[src/rtl/keypad_entry_ctrl_if.sv]
// Bundle of keypad, arithmetic-unit and display signals around keypad_entry_ctrl.
// master: keypad plus arithmetic unit side; slave: the entry controller.
interface keypad_entry_ctrl_if #(
  parameter int DIGITS = 6
);
  localparam int DW = 4*DIGITS;

  logic [3:0]    key_value;
  logic          flag;
  logic [DW-1:0] num_result;
  logic          result_err;
  logic          calc_done;

  logic [DW-1:0] num_reg1;
  logic [DW-1:0] num_reg2;
  logic [3:0]    opcode;
  logic          calc_req;
  logic          err;
  logic [DW-1:0] num_out;

  modport master (
    output key_value, flag, num_result, result_err, calc_done,
    input  num_reg1, num_reg2, opcode, calc_req, err, num_out
  );

  modport slave (
    input  key_value, flag, num_result, result_err, calc_done,
    output num_reg1, num_reg2, opcode, calc_req, err, num_out
  );
endinterface

[src/rtl/keypad_entry_ctrl.sv]
// Calculator keypad entry controller: collects two BCD operands and an
// operator, hands them to an external arithmetic unit, and chains results.
module keypad_entry_ctrl #(
  parameter int DIGITS = 6
) (
  input  logic              CLK_1K,
  input  logic              RSTN,
  keypad_entry_ctrl_if.slave bus
);
  localparam int DW = 4*DIGITS;
  localparam logic [3:0] FULL = 4'(DIGITS);

  typedef enum logic [2:0] {
    S_A,
    S_OP,
    S_B,
    S_CALC,
    S_RES,
    S_ERR
  } state_t;

  state_t        state_q;
  logic [DW-1:0] num1_q, num2_q;
  logic [3:0]    opcode_q, pend_q;
  logic [3:0]    cnt1_q, cnt2_q;
  logic          calc_req_q, err_q;

  logic [DW-1:0] num1_d, num2_d, fresh_d;
  logic [3:0]    cnt1_d, cnt2_d, fresh_cnt_d;
  logic          key_digit, key_op, key_eq, key_clr;

  // Shift a digit in at the right; a full operand or a leading zero leaves it as is.
  function automatic logic [DW-1:0] shift_num(input logic [DW-1:0] r,
                                              input logic [3:0] c,
                                              input logic [3:0] d);
    if (c == FULL || (c == 4'd0 && d == 4'd0))
      return r;
    return (r << 4) | DW'(d);
  endfunction

  // Digit count companion of shift_num: leading zeros are not counted.
  function automatic logic [3:0] shift_cnt(input logic [3:0] c,
                                           input logic [3:0] d);
    if (c == FULL)
      return c;
    if (c == 4'd0 && d == 4'd0)
      return 4'd0;
    return c + 4'd1;
  endfunction

  // Key decode and the candidate operand values for a digit press.
  always_comb begin
    key_digit   = bus.flag && (bus.key_value <= 4'd9);
    key_op      = bus.flag && (bus.key_value >= 4'hA) && (bus.key_value <= 4'hD);
    key_eq      = bus.flag && (bus.key_value == 4'hE);
    key_clr     = bus.flag && (bus.key_value == 4'hF);
    num1_d      = shift_num(num1_q, cnt1_q, bus.key_value);
    cnt1_d      = shift_cnt(cnt1_q, bus.key_value);
    num2_d      = shift_num(num2_q, cnt2_q, bus.key_value);
    cnt2_d      = shift_cnt(cnt2_q, bus.key_value);
    fresh_d     = shift_num('0, 4'd0, bus.key_value);
    fresh_cnt_d = shift_cnt(4'd0, bus.key_value);
  end

  // Entry FSM with its operand registers and registered request/error flags.
  always_ff @(posedge CLK_1K or negedge RSTN) begin
    if (!RSTN) begin
      state_q    <= S_A;
      num1_q     <= '0;
      num2_q     <= '0;
      opcode_q   <= 4'd0;
      pend_q     <= 4'd0;
      cnt1_q     <= 4'd0;
      cnt2_q     <= 4'd0;
      calc_req_q <= 1'b0;
      err_q      <= 1'b0;
    end else if (key_clr && state_q != S_B) begin
      // All clear; in CALC this also beats a simultaneous calc_done.
      state_q    <= S_A;
      num1_q     <= '0;
      num2_q     <= '0;
      opcode_q   <= 4'd0;
      pend_q     <= 4'd0;
      cnt1_q     <= 4'd0;
      cnt2_q     <= 4'd0;
      calc_req_q <= 1'b0;
      err_q      <= 1'b0;
    end else begin
      case (state_q)
        S_A: begin
          if (key_digit) begin
            num1_q <= num1_d;
            cnt1_q <= cnt1_d;
          end else if (key_op) begin
            opcode_q <= bus.key_value;
            state_q  <= S_OP;
          end
        end
        S_OP: begin
          if (key_op) begin
            opcode_q <= bus.key_value;
          end else if (key_digit) begin
            num2_q  <= fresh_d;
            cnt2_q  <= fresh_cnt_d;
            state_q <= S_B;
          end
        end
        S_B: begin
          if (key_clr) begin
            // Clear entry: drop operand B only, keep the operator.
            num2_q  <= '0;
            cnt2_q  <= 4'd0;
            state_q <= S_OP;
          end else if (key_digit) begin
            num2_q <= num2_d;
            cnt2_q <= cnt2_d;
          end else if (key_eq) begin
            pend_q     <= 4'd0;
            calc_req_q <= 1'b1;
            state_q    <= S_CALC;
          end else if (key_op) begin
            // Chained operator: compute now, apply the new operator afterwards.
            pend_q     <= bus.key_value;
            calc_req_q <= 1'b1;
            state_q    <= S_CALC;
          end
        end
        S_CALC: begin
          if (bus.calc_done) begin
            calc_req_q <= 1'b0;
            num2_q     <= '0;
            cnt2_q     <= 4'd0;
            if (bus.result_err) begin
              num1_q  <= '0;
              cnt1_q  <= 4'd0;
              err_q   <= 1'b1;
              state_q <= S_ERR;
            end else begin
              num1_q <= bus.num_result;
              cnt1_q <= FULL;
              if (pend_q != 4'd0) begin
                opcode_q <= pend_q;
                pend_q   <= 4'd0;
                state_q  <= S_OP;
              end else begin
                state_q <= S_RES;
              end
            end
          end
        end
        S_RES: begin
          if (key_digit) begin
            num1_q   <= fresh_d;
            cnt1_q   <= fresh_cnt_d;
            opcode_q <= 4'd0;
            state_q  <= S_A;
          end else if (key_op) begin
            opcode_q <= bus.key_value;
            state_q  <= S_OP;
          end
        end
        S_ERR: begin
          err_q <= 1'b1;
        end
        default: state_q <= S_A;
      endcase
    end
  end

  assign bus.num_reg1 = num1_q;
  assign bus.num_reg2 = num2_q;
  assign bus.opcode   = opcode_q;
  assign bus.calc_req = calc_req_q;
  assign bus.err      = err_q;
  assign bus.num_out  = (state_q == S_B || state_q == S_CALC) ? num2_q : num1_q;

endmodule

[src/flat_wrapper.sv]
// flat-port wrapper written by rule: the top's interface ports become plain ports
module keypad_entry_ctrl_flat 
#(
  parameter int DIGITS = 6
)
  (CLK_1K, RSTN, bus_key_value, bus_flag, bus_num_result, bus_result_err, bus_calc_done, bus_num_reg1, bus_num_reg2, bus_opcode, bus_calc_req, bus_err, bus_num_out);
  keypad_entry_ctrl_if #(.DIGITS(DIGITS)) bus_i ();
  input  logic CLK_1K;
  input  logic RSTN;
  input wire logic [$bits(bus_i.key_value)-1:0] bus_key_value;
  input wire logic [$bits(bus_i.flag)-1:0] bus_flag;
  input wire logic [$bits(bus_i.num_result)-1:0] bus_num_result;
  input wire logic [$bits(bus_i.result_err)-1:0] bus_result_err;
  input wire logic [$bits(bus_i.calc_done)-1:0] bus_calc_done;
  output wire logic [$bits(bus_i.num_reg1)-1:0] bus_num_reg1;
  output wire logic [$bits(bus_i.num_reg2)-1:0] bus_num_reg2;
  output wire logic [$bits(bus_i.opcode)-1:0] bus_opcode;
  output wire logic [$bits(bus_i.calc_req)-1:0] bus_calc_req;
  output wire logic [$bits(bus_i.err)-1:0] bus_err;
  output wire logic [$bits(bus_i.num_out)-1:0] bus_num_out;
  assign bus_i.key_value = bus_key_value;
  assign bus_i.flag = bus_flag;
  assign bus_i.num_result = bus_num_result;
  assign bus_i.result_err = bus_result_err;
  assign bus_i.calc_done = bus_calc_done;
  assign bus_num_reg1 = bus_i.num_reg1;
  assign bus_num_reg2 = bus_i.num_reg2;
  assign bus_opcode = bus_i.opcode;
  assign bus_calc_req = bus_i.calc_req;
  assign bus_err = bus_i.err;
  assign bus_num_out = bus_i.num_out;
  keypad_entry_ctrl #(.DIGITS(DIGITS)) u_core (.CLK_1K(CLK_1K), .RSTN(RSTN), .bus(bus_i));
endmodule
[config.mk]
export PLATFORM = sky130hd
export DESIGN_NAME = keypad_entry_ctrl_flat
export DESIGN_NICKNAME = d
export VERILOG_FILES = /design/src/rtl/keypad_entry_ctrl_if.sv /design/src/rtl/keypad_entry_ctrl.sv /design/src/flat_wrapper.sv
export SDC_FILE = /design/constraint.sdc
export NUM_CORES = 1
export LEC_CHECK = 0
export CORE_MARGIN = 2
export CORE_UTILIZATION = 45
export CTS_CLUSTER_DIAMETER = 50
export DETAILED_ROUTE_END_ITERATION = 8
export GPL_ROUTABILITY_DRIVEN = 0
export PLACE_DENSITY_LB_ADDON = 0.12
export SYNTH_ARGS = -nofsm -noshare
export SYNTH_HDL_FRONTEND = slang
export SYNTH_SLANG_ARGS = --single-unit
export TNS_END_PERCENT = 1
[constraint.sdc]
create_clock -name CLK_1K -period 4.78 [get_ports CLK_1K]
set_clock_uncertainty 0.2 [all_clocks]
set_input_delay 0.956 -clock CLK_1K [delete_from_list [all_inputs] [get_ports CLK_1K]]
set_output_delay 0.956 -clock CLK_1K [all_outputs]
set_load 0.01 [all_outputs]
==> run_results.csv, run 1 <==
group,metric,value,unit
synthesis,synth-edff-count,0,
drt,vias_per_cell,5.885,
cts,postCtsHoldBufs,0,
min_path,worstHoldPathType,"register to register",
run_status,outcome,"complete, no violations",
placement,hpwl,9.492,mm
final_layout,area_growth,32.74,%
power,clkPwrFrac,0.158,
critical_path,crit_start,"u_core.state_q[1]",
power,swShare,0.4061,
power,ir_drop,0.3247,mV
global_route,grt_pass1_vias,3855,
critical_path,crit_path_cell_trace,"nand2b_1 -> nand2_1 -> nand2_1 -> clkdlybuf4s50_1",
global_route,antenna_found_initial,0,
timing,finalMaxSlewViolations,0,
timing,finalHoldViolCount,0,
synthesis,synth_ff_type,"dfrtp_1",
die,design.portCount,111,
placement,dpl.cell_count,669,
die,core,9240,µm²
critical_path,rrSetupSlack,1.20,ns
die,fp-row-count,35,
final_layout,nets,590,
synthesis,synth_seq_area_share,0.4041,
timing,setup_viol_count_final,0,
synthesis,ys_ff_latch,69,
critical_path,crit_type,"register to primary output",
cts,clk_latency,0.35,ns
drt,postRouteAntennaNets,0,
timing,rsz0062_at_grt,"false",
timing,fin_setup_tns,0,ns
critical_path,cp_max_fo,25,
die,die_h,101.4,µm
power,p_leak,2.534,nW
cts,numCtsBuffers,9,
drt,vias,4025,
critical_path,cp.required,3.62,ns
placement,placed_cell_area,5439,µm²
critical_path,critPathTopFamily,"simple AND/OR/NAND/NOR gates",
cts,root_buffer,"clkbuf_8",
final_layout,final_cells,684,
drt,drc,0,
timing,fin_crit,3.856,ns
drt,wirelength,13.08,mm
die,die_w,101.4,µm
cts,clock_path_buffers,2,
die,die_area,10290,µm²
synthesis,ys_types,63,
placement,portBuffers,110,
final_layout,drive_above_1_share,0.1207,
drt,post_drt_wl_per_cell,19.13,µm
critical_path,crit_path_end_kind,"primary output",
power,p_int,2.124,mW
timing,relSlewSlack,0.2715,
die,floorplan.initialDensity,0.4624,
timing,max_freq,259.3,MHz
cts,cts_sinks,69,
critical_path,cpMostUsedCell,"nand2_1",
global_route,grt_max_degree,45,
cts,clkTransAtPathRegs,0.07,ns
job,cap_violations,0,
critical_path,r2r-start,"u_core.state_q[2]",
critical_path,cp-start-kind,"register",
global_route,grt_overflow,0,
power,switching_power,1.452,mW
power,p_seq_frac,0.295,
critical_path,cp_num_buf_inv,1,
min_path,min_from,"u_core.bus.num_reg2[20]",
synthesis,synth_area_per_cell,9.495,µm²
drt,drt_pass1_iterations,5,
cts,post_cts_resized,0,
cts,cts_tree,"yes",
synthesis,async_flop_share,1.000,
drt,drtIter0Drc,233,
critical_path,cpMaxStageDelayCell,"dfrtp_1",
power,p_comb_frac,0.547,
global_route,grt.total_usage,0.2607,
synthesis,yosys_warnings,0,
timing,fin_crit_sh,0.8067,
synthesis,syn_area,4273,µm²
timing,fin_hold_ws,0.3363,ns
critical_path,crit_arrival,2.70,ns
global_route,grt_first_pass_wirelength,20.80,mm
power,power_density,630.5,nW/µm²
timing,worst_pin_slew,1.093,ns
synthesis,syn-num-nets,489,
synthesis,synth_cells,450,
critical_path,max_stage_delay,0.80,ns
cts,post_cts_buffers,0,
final_layout,diodes,0,
cts,htree_levels,3,
final_layout,final_area,5672,µm²
-- cell families (layout without fill, tap and decap cells) --
family,count (synthesis),after routing,synth area share
muxes,35,35,0.1081
DFF,69,69,0.4041
adders and majority gates,6,6,0.01757
and+or+nand+nor,158,158,0.1713
AOI/OAI and AO/OA,139,139,0.2439
buffers and inverters,41,146,0.05095
xor gates and xnor gates,2,2,0.004100
-- area by class of cell --
class	count	area (µm²)
clock buffers	12	165.2
repair buffers	119	1164
multi-input cells	340	2342
clock inverters	3	67.56
inverters	12	45.04
fillers	826	3568
well taps	129	161.4
flip-flops and latches	69	1727
-- cells in the mapped netlist, drive strengths merged, types with 2 or more instances --
library cell,instances,share of area
nor2b,3,0.0044
o31ai,14,0.025
mux2i,6,0.014
nand2b,4,0.0059
o21a,3,0.0056
a22o,44,0.090
nand3,10,0.015
nor3,8,0.015
o21ai,21,0.025
clkbuf,8,0.0070
inv,11,0.0097
buf,21,0.033
o22ai,4,0.0059
nor3b,2,0.0035
xor2,2,0.0041
nor2,13,0.013
and2,2,0.0029
a311oi,3,0.0062
mux2,29,0.094
dfrtp,69,0.40
nand3b,2,0.0035
ha,6,0.018
nor4,6,0.0088
a21oi,22,0.027
a31oi,5,0.011
a41oi,3,0.0079
nand2,103,0.091
a211oi,5,0.0088
-- worst reg2reg max path: stages (launching register included) --
cell      delay [ns]
dfrtp_1         0.69
nand2b_1        0.79
buf_4           0.31
o22ai_1         0.12
a221oi_2        0.43
a41o_1          0.15
buf_4           0.38
mux2_2          0.39
-- layout by cell type (no fill, tap or decap), types with 3 or more instances in the layout --
cell type,count
inv_1,11
mux2i_1,6
mux2_2,8
a211oi_1,5
a31oi_1,4
clkbuf_8,12
nand2b_1,4
ha_1,6
mux2_4,20
nand2_1,102
clkdlybuf4s50_1,109
nor3_1,5
buf_4,9
nor2_1,12
a311oi_1,3
nand3_1,9
nor4_1,5
a22o_1,44
dfrtp_1,69
o31ai_1,14
o22ai_1,4
o21ai_0,20
a21oi_1,21
-- metal layers --
layer | track usage | share of wire
met5 | 0 | 0
met4 | 0.09252 | 0.027
met3 | 0.05659 | 0.079
met2 | 0.4325 | 0.49
met1 | 0.3374 | 0.41
-- path summary, 6_finish.rpt --
check / end / depth (start not counted)
min reg2reg: u_core.bus.num_reg2[20] / 1
min: u_core.bus.num_reg2[20] / 1
max in group asynchronous: u_core.bus.num_reg1[13] / 2
max reg2reg: u_core.bus.num_reg1[11] / 7
max: bus_num_out[15] / 4
min in group asynchronous: u_core.bus.num_reg2[19] / 1
-- stage by stage --
stage / utilization / power (mW) / worst slack, ns
detailed placement: 0.5886 / 3.010 / 0.7603
CTS: 0.6138 / 3.581 / 0.9499
finish: 0.6138 / 3.576 / 0.9238
global placement: 0.5886 / 2.970 / 0.8774
floorplan: - / 2.203 / 2.038
global route: 0.6138 / 3.815 / 0.7068
-- flip-flops by register name, indices dropped and copies added (netlist names) --
register / count
u_core.bus.num_reg1: 24
u_core.bus.num_reg2: 24
u_core.bus.opcode: 4
u_core.cnt1_q: 4
u_core.cnt2_q: 4
u_core.pend_q: 4
u_core.state_q: 3
u_core.bus.calc_req: 1
u_core.bus.err: 1
-- power by group through the flow --
stage	Clock, mW	Combinational, mW	Sequential (mW)
floorplan	0	1.19	1.02
global placement	0	1.91	1.06
detailed placement	0	1.95	1.06
CTS	0.572	1.96	1.05
global route	0.600	2.13	1.09
finish	0.564	1.96	1.06
No activity file was read; power rests on OpenSTA's default activity.
==> run 2: changes to the inputs <==
Clock period 4.78 ns to 3.49 ns, I/O delays scaled along.
==> run 2 against run 1 <==
Die area unchanged. Largest cell class unchanged. Via count increased by 1.2%. Critical path type unchanged. Hold slack got worse by 0.0026 ns. Final cell count increased by 1.9%. Utilization increased by 1.5 points. Global-route usage increased by 0.19 points.
==> run_results.csv, run 2 (synthesis gave the netlist of run 1 again) <==
group,metric,value,unit
run_status,outcome,"complete, no violations",
cts,htree_levels,3,
power,swShare,0.3972,
drt,wirelength,13.00,mm
critical_path,cp.required,2.59,ns
critical_path,crit_path_cell_trace,"nor2b_2 -> buf_4 -> nand2_1 -> nand2_1 -> clkdlybuf4s50_1",
global_route,antenna_found_initial,0,
critical_path,r2r-start,"u_core.state_q[1]",
placement,pre_cts_slack,0.2523,ns
power,p_comb_frac,0.551,
critical_path,cpMostUsedCell,"nand2_1",
drt,vias,4072,
placement,portBuffers,110,
global_route,grt_first_pass_wirelength,21.04,mm
critical_path,cp-start-kind,"register",
timing,fin_crit,3.111,ns
cts,post_cts_buffers,0,
global_route,grt_max_degree,70,
power,clkPwrFrac,0.174,
critical_path,path_depth,5,
timing,relSlewSlack,0.3962,
drt,drc,0,
die,die_area,10290,µm²
critical_path,cp_num_buf_inv,2,
final_layout,multi_input_comb_area,2342,µm²
min_path,worstHoldPathType,"register to register",
cts,cts_tree,"yes",
drt,post_drt_wl_per_cell,18.65,µm
min_path,min_from,"u_core.bus.num_reg2[21]",
critical_path,crit_arrival,2.21,ns
power,p_leak,2.613,nW
cts,clkTransAtPathRegs,0.08,ns
critical_path,crit_start,"u_core.state_q[2]",
timing,fin_crit_sh,0.8913,
cts,cts_sinks,69,
die,design.portCount,111,
cts,post_cts_resized,0,
placement,hpwl,9.419,mm
timing,worst_pin_slew,0.9057,ns
timing,max_freq,321.5,MHz
power,ir_drop,0.4729,mV
critical_path,cpMaxStageDelayCell,"clkdlybuf4s50_1",
job,cap_violations,0,
critical_path,crit_type,"register to primary output",
power,p_seq_frac,0.275,
critical_path,crit_path_end_kind,"primary output",
final_layout,nets,602,
timing,rsz0062_at_grt,"false",
cts,numCtsBuffers,9,
drt,drtIter0Drc,211,
cts,root_buffer,"clkbuf_8",
final_layout,area_growth,35.99,%
final_layout,regArea,1727,µm²
cts,clock_path_buffers,2,
power,p_int,3.052,mW
global_route,grt.total_usage,0.2626,
timing,finalHoldViolCount,0,
final_layout,nFillCells,795,
timing,finalMaxSlewViolations,0,
die,core,9240,µm²
die,die_h,101.4,µm
critical_path,critPathTopFamily,"buffers and inverters",
global_route,grt_pass1_vias,3949,
timing,worst_slack,0.3794,ns
timing,setup_viol_count_final,0,
power,switching_power,2.011,mW
critical_path,max_stage_delay,0.55,ns
final_layout,drive_above_1_share,0.1408,
drt,drt_pass1_iterations,7,
die,fp-row-count,35,
timing,fin_setup_tns,0,ns
final_layout,diodes,0,
die,die_w,101.4,µm
critical_path,reg2regPathDepth,6,
power,power_density,871.4,nW/µm²
cts,postCtsHoldBufs,0,
drt,vias_per_cell,5.842,
critical_path,cp_max_fo,28,
final_layout,final_common_cell,"clkdlybuf4s50_1",
cts,clk_latency,0.35,ns
die,floorplan.initialDensity,0.4624,
final_layout,layout_common_cells,"clkdlybuf4s50_1 (109), nand2_1 (102), dfrtp_1 (69)",
drt,postRouteAntennaNets,0,
min_path,min_path_cells,1,
global_route,grt_overflow,0,
==> run 2: worst paths after layout <==
check,slack [ns],endpoint
max,0.38,bus_num_out[5]
max reg2reg,0.87,u_core.state_q[0]
max in group asynchronous,2.14,u_core.cnt1_q[0]
min,0.33,u_core.bus.num_reg2[21]
min in group asynchronous,0.36,u_core.bus.num_reg2[19]
min reg2reg,0.33,u_core.bus.num_reg2[21]
==> run 2: per-stage QoR <==
stage / utilization / hold WS [ns] / cell area, µm² / total power [mW] / cells
6_report: 0.6288 / 0.3337 / 5811 / 5.063 / 697
5_1_grt: 0.6288 / 0.3630 / 5811 / 5.415 / 697
4_1_cts: 0.6288 / 0.3338 / 5811 / 5.073 / 697
3_5_place_dp: 0.5997 / 0.3096 / 5542 / 4.183 / 681
3_3_place_gp: 0.5997 / 0.3098 / 5542 / 4.135 / 681
2_1_floorplan: - / 0.2024 / 4273 / 3.017 / 450
==> run 2: area by class of cell <==
| type | instances | share of cell area |
|---|---|---|
| clock buffers | 9 | 0.02132 |
| clock inverters | 7 | 0.02498 |
| multi-input cells | 340 | 0.4031 |
| well taps | 129 | 0.02778 |
| repair buffers | 131 | 0.2179 |
| flip-flops and latches | 69 | 0.2972 |
| inverters | 12 | 0.007752 |
==> run 2: worst reg2reg max path: stages, from the launching register on <==
cell and delay [ns]:
dfrtp_1 0.34, buf_4 0.24, or3b_1 0.64, a31oi_4 0.37, o21ai_0 0.18, o31ai_1 0.16, mux2_2 0.38
==> run 2: power groups by stage <==
stage | Combinational, mW | Sequential, mW | Clock (mW)
after global routing | 3.05 | 1.43 | 0.937
after CTS | 2.79 | 1.39 | 0.894
final | 2.79 | 1.39 | 0.881
after global placement | 2.75 | 1.39 | 0
after floorplan | 1.63 | 1.39 | 0
after detailed placement | 2.78 | 1.40 | 0
==> run 2: layer usage <==
layer / track usage / vias to the layer above / wire length, µm
met5: 0 / - / 0
met4: 0.07900 / 0 / 195
met3: 0.05176 / 22 / 843
met2: 0.4503 / 162 / 6558
met1: 0.3367 / 1993 / 5402
li1: - / 1895 / -
==> run 3: changes to the inputs <==
Settings changed: CTS_CLUSTER_DIAMETER 50 to 40, TNS_END_PERCENT 1 to default.
==> results of run 3 <==
No change in the layout: final DEF, timing and power equal those of run 2.
==> RTL edit, RTL diff (settings of run 2) <==
Make the reset (`RSTN`) synchronous in one clocked block.
--- a/src/rtl/keypad_entry_ctrl.sv
+++ b/src/rtl/keypad_entry_ctrl.sv
@@ -63,7 +63,7 @@
   end
 
   // Entry FSM with its operand registers and registered request/error flags.
-  always_ff @(posedge CLK_1K or negedge RSTN) begin
+  always_ff @(posedge CLK_1K) begin
     if (!RSTN) begin
       state_q    <= S_A;
       num1_q     <= '0;
Check against the original RTL: differs if RSTN is asserted again (counterexample within 4 cycles, from zero or initial values and one cycle with RSTN low); with RSTN held inactive, the same outputs for 4 cycles.
==> RTL edit against run 2 <==
Worst hold slack worse by 29 ps; sequential share of layout area shrank 2.3 points; critical path type is now in -> reg; setup slack better by 1.0 ps; final area shrank 13%; area after synthesis decreased by 17%; sequential cell count did not move; wire length is 22% lower.
Power is not compared: it rests on default switching activity, and its combinational part moved more than twofold at a synthesized area within 25%.
==> RTL edit: results (changes against run 2) <==
stage,metric,value,unit,change
critical_path,"slowest stage cell, crit path",nor4b_4,,was clkdlybuf4s50_1
pwr,LEAKAGE,1.84,nW,
clock_tree,CTS buffer count,9,,unchanged
routing,final WL,10.2,mm,was 13.0 mm
placed_design,number of port buffers,110,,unchanged
routing,DRT Pass-1 Iters,4,,was 7
placed_design,placed inst area,4830,sq um,was 5540 sq um
clock_tree,Setup Buffers After CTS,0,,unchanged
global_route,gr usage total,0.237,,was 0.263
run_status,status,completed,,unchanged
routing,DR iter-0 viols,157,,was 211
clock_tree,later-pin clock latency in the skew report,330,ps,was 350 ps
global_route,largest net degree at the start of global routing,49,,was 70
critical_path,max incr delay on CP,940,ps,was 550 ps
pwr,Max VDD drop,0.267,mV,
logic_synthesis,ys async rst share,0,,was 1.00
global_route,first-pass GRT wire length,16.4,mm,was 21.0 mm
global_route,number of global-route vias before repair,3223,,was 3949
global_route,number of antenna violations at the first check in global routing,0,,unchanged
logic_synthesis,Post-Synthesis Net Count,426,,was 489
hold_path,Hold WC Path Type,reg -> reg,,unchanged
cells_and_area,layout cells sized above 1,0.151,,was 0.141
critical_path,CP Max Fanout,22,,was 28
clock_tree,root buf cell,clkbuf_8,,unchanged
routing,DR vias/cell,5.69,,was 5.84
logic_synthesis,sequential area share after synthesis,0.388,,was 0.404
cells_and_area,fill count,666,,was 795
sta,Rel. slew slack,0.249,,was 0.396
cells_and_area,Ant. Diodes,0,,unchanged
logic_synthesis,synth top area cells,"dfxtp_1 (39%), mux2_2 (7.6%), a22o_1 (5.9%)",,"was dfrtp_1 (40%), a22o_1 (9.0%), nand2_1 (9.0%)"
placed_design,post-detail-place hpwl,7.28,mm,was 9.42 mm
logic_synthesis,most frequent cells after synthesis,"dfxtp_1 (69), nor2_1 (41), a211oi_1 (25)",,"was nand2_1 (102), dfrtp_1 (69), a22o_1 (44)"
clock_tree,Clock Path Buffers,2,,unchanged
critical_path,Arrival @ worst endpoint,3190,ps,was 2210 ps
clock_tree,H-Tree Depth,3,,unchanged
critical_path,"CP delay by family, top",simple AND/OR/NAND/NOR gates,,was buffers and inverters
cells_and_area,fin nets,536,,was 602
clock_tree,Clock transition at path regs,80,ps,about the same
logic_synthesis,warnings from Yosys,0,,unchanged
clock_tree,CTS resizes,0,,unchanged
logic_synthesis,post-synth cell types,56,,was 63
## RTL edit: cell types whose count changed after synthesis, moves of 7 or more
| cell | run 2 | this run |
|---|---|---|
| clkbuf_1 | 8 | 15 |
| dfxtp_1 | 0 | 69 |
| a22oi_1 | 0 | 21 |
| o31ai_1 | 14 | 3 |
| o21ai_0 | 20 | 11 |
| nand2_1 | 102 | 15 |
| a211oi_1 | 5 | 25 |
| a22o_1 | 44 | 24 |
| mux2_4 | 20 | 0 |
| nor2_1 | 12 | 41 |
| dfrtp_1 | 69 | 0 |
| mux2_2 | 8 | 24 |
## RTL edit: metal layers
layer  track usage  wire, um  up-vias
li1              -         -     1678
met1         0.341      4790     1641
met2         0.365      4640      111
met3        0.0431       608        9
met4        0.0650       105        0
met5             0         0        -
## RTL edit: where the power goes
group | total [W] | internal, W | switching (W)
clock | 0.000668 | 0.000354 | 0.000314
combinational | 0.000400 | 0.000220 | 0.000180
sequential | 0.000857 | 0.000821 | 0.0000359
## RTL edit: metrics by stage
stage / std cells / hold WS, ps / setup slack, ps
2_1_floorplan: 387 / 249 / 1050
5_1_grt: 604 / 334 / 166
6_report: 604 / 305 / 380
3_3_place_gp: 588 / 247 / 126
4_1_cts: 604 / 299 / 349
3_5_place_dp: 588 / 279 / 9.30
## RTL edit: cells by family (layout without fill, tap and decap cells)
family	count (synthesis)	in the layout	share of synthesized area
xor gates and xnor gates	1	1	0.00246
muxes	30	30	0.0929
buffers and inverters	39	154	0.0517
AOI/OAI and AO/OA	131	131	0.275
adders and majority gates	6	6	0.0211
DFF	69	69	0.388
and+or+nand+nor	111	111	0.168
## RTL edit: layout make-up
cell class | instances | area, sq um | area share
Clock inverter | 6 | 70.1 | 0.0139
Multi-Input combinational cell | 279 | 2030 | 0.402
Inverter | 7 | 26.3 | 0.00521
Clock buffer | 10 | 138 | 0.0273
Tap cell | 102 | 128 | 0.0253
Sequential cell | 69 | 1380 | 0.274
Timing Repair Buffer | 131 | 1270 | 0.252
## RTL edit: worst register-to-register path, delay by kind of cell, from the launching register on
family | cells | cell delay (ps)
buf+inv | 1 | 90
compound gates | 2 | 570
fa+ha+maj | 1 | 200
flops | 1 | 400
simple gates | 3 | 1170
## RTL edit: worst paths after layout
check / start / end / slack [ps] / cells after the start
worst max register to register: u_core.cnt2_q[0]$_SDFFE_PP0P_ / u_core.bus.num_reg2[10]$_SDFFE_PP0P_ / 830 / 7
worst min register to register: u_core.pend_q[3]$_SDFFE_PP0P_ / u_core.pend_q[3]$_SDFFE_PP0P_ / 310 / 1
worst min-delay path: u_core.pend_q[3]$_SDFFE_PP0P_ / u_core.pend_q[3]$_SDFFE_PP0P_ / 310 / 1
worst max-delay path: bus_key_value[1] / u_core.bus.num_reg2[10]$_SDFFE_PP0P_ / 380 / 6
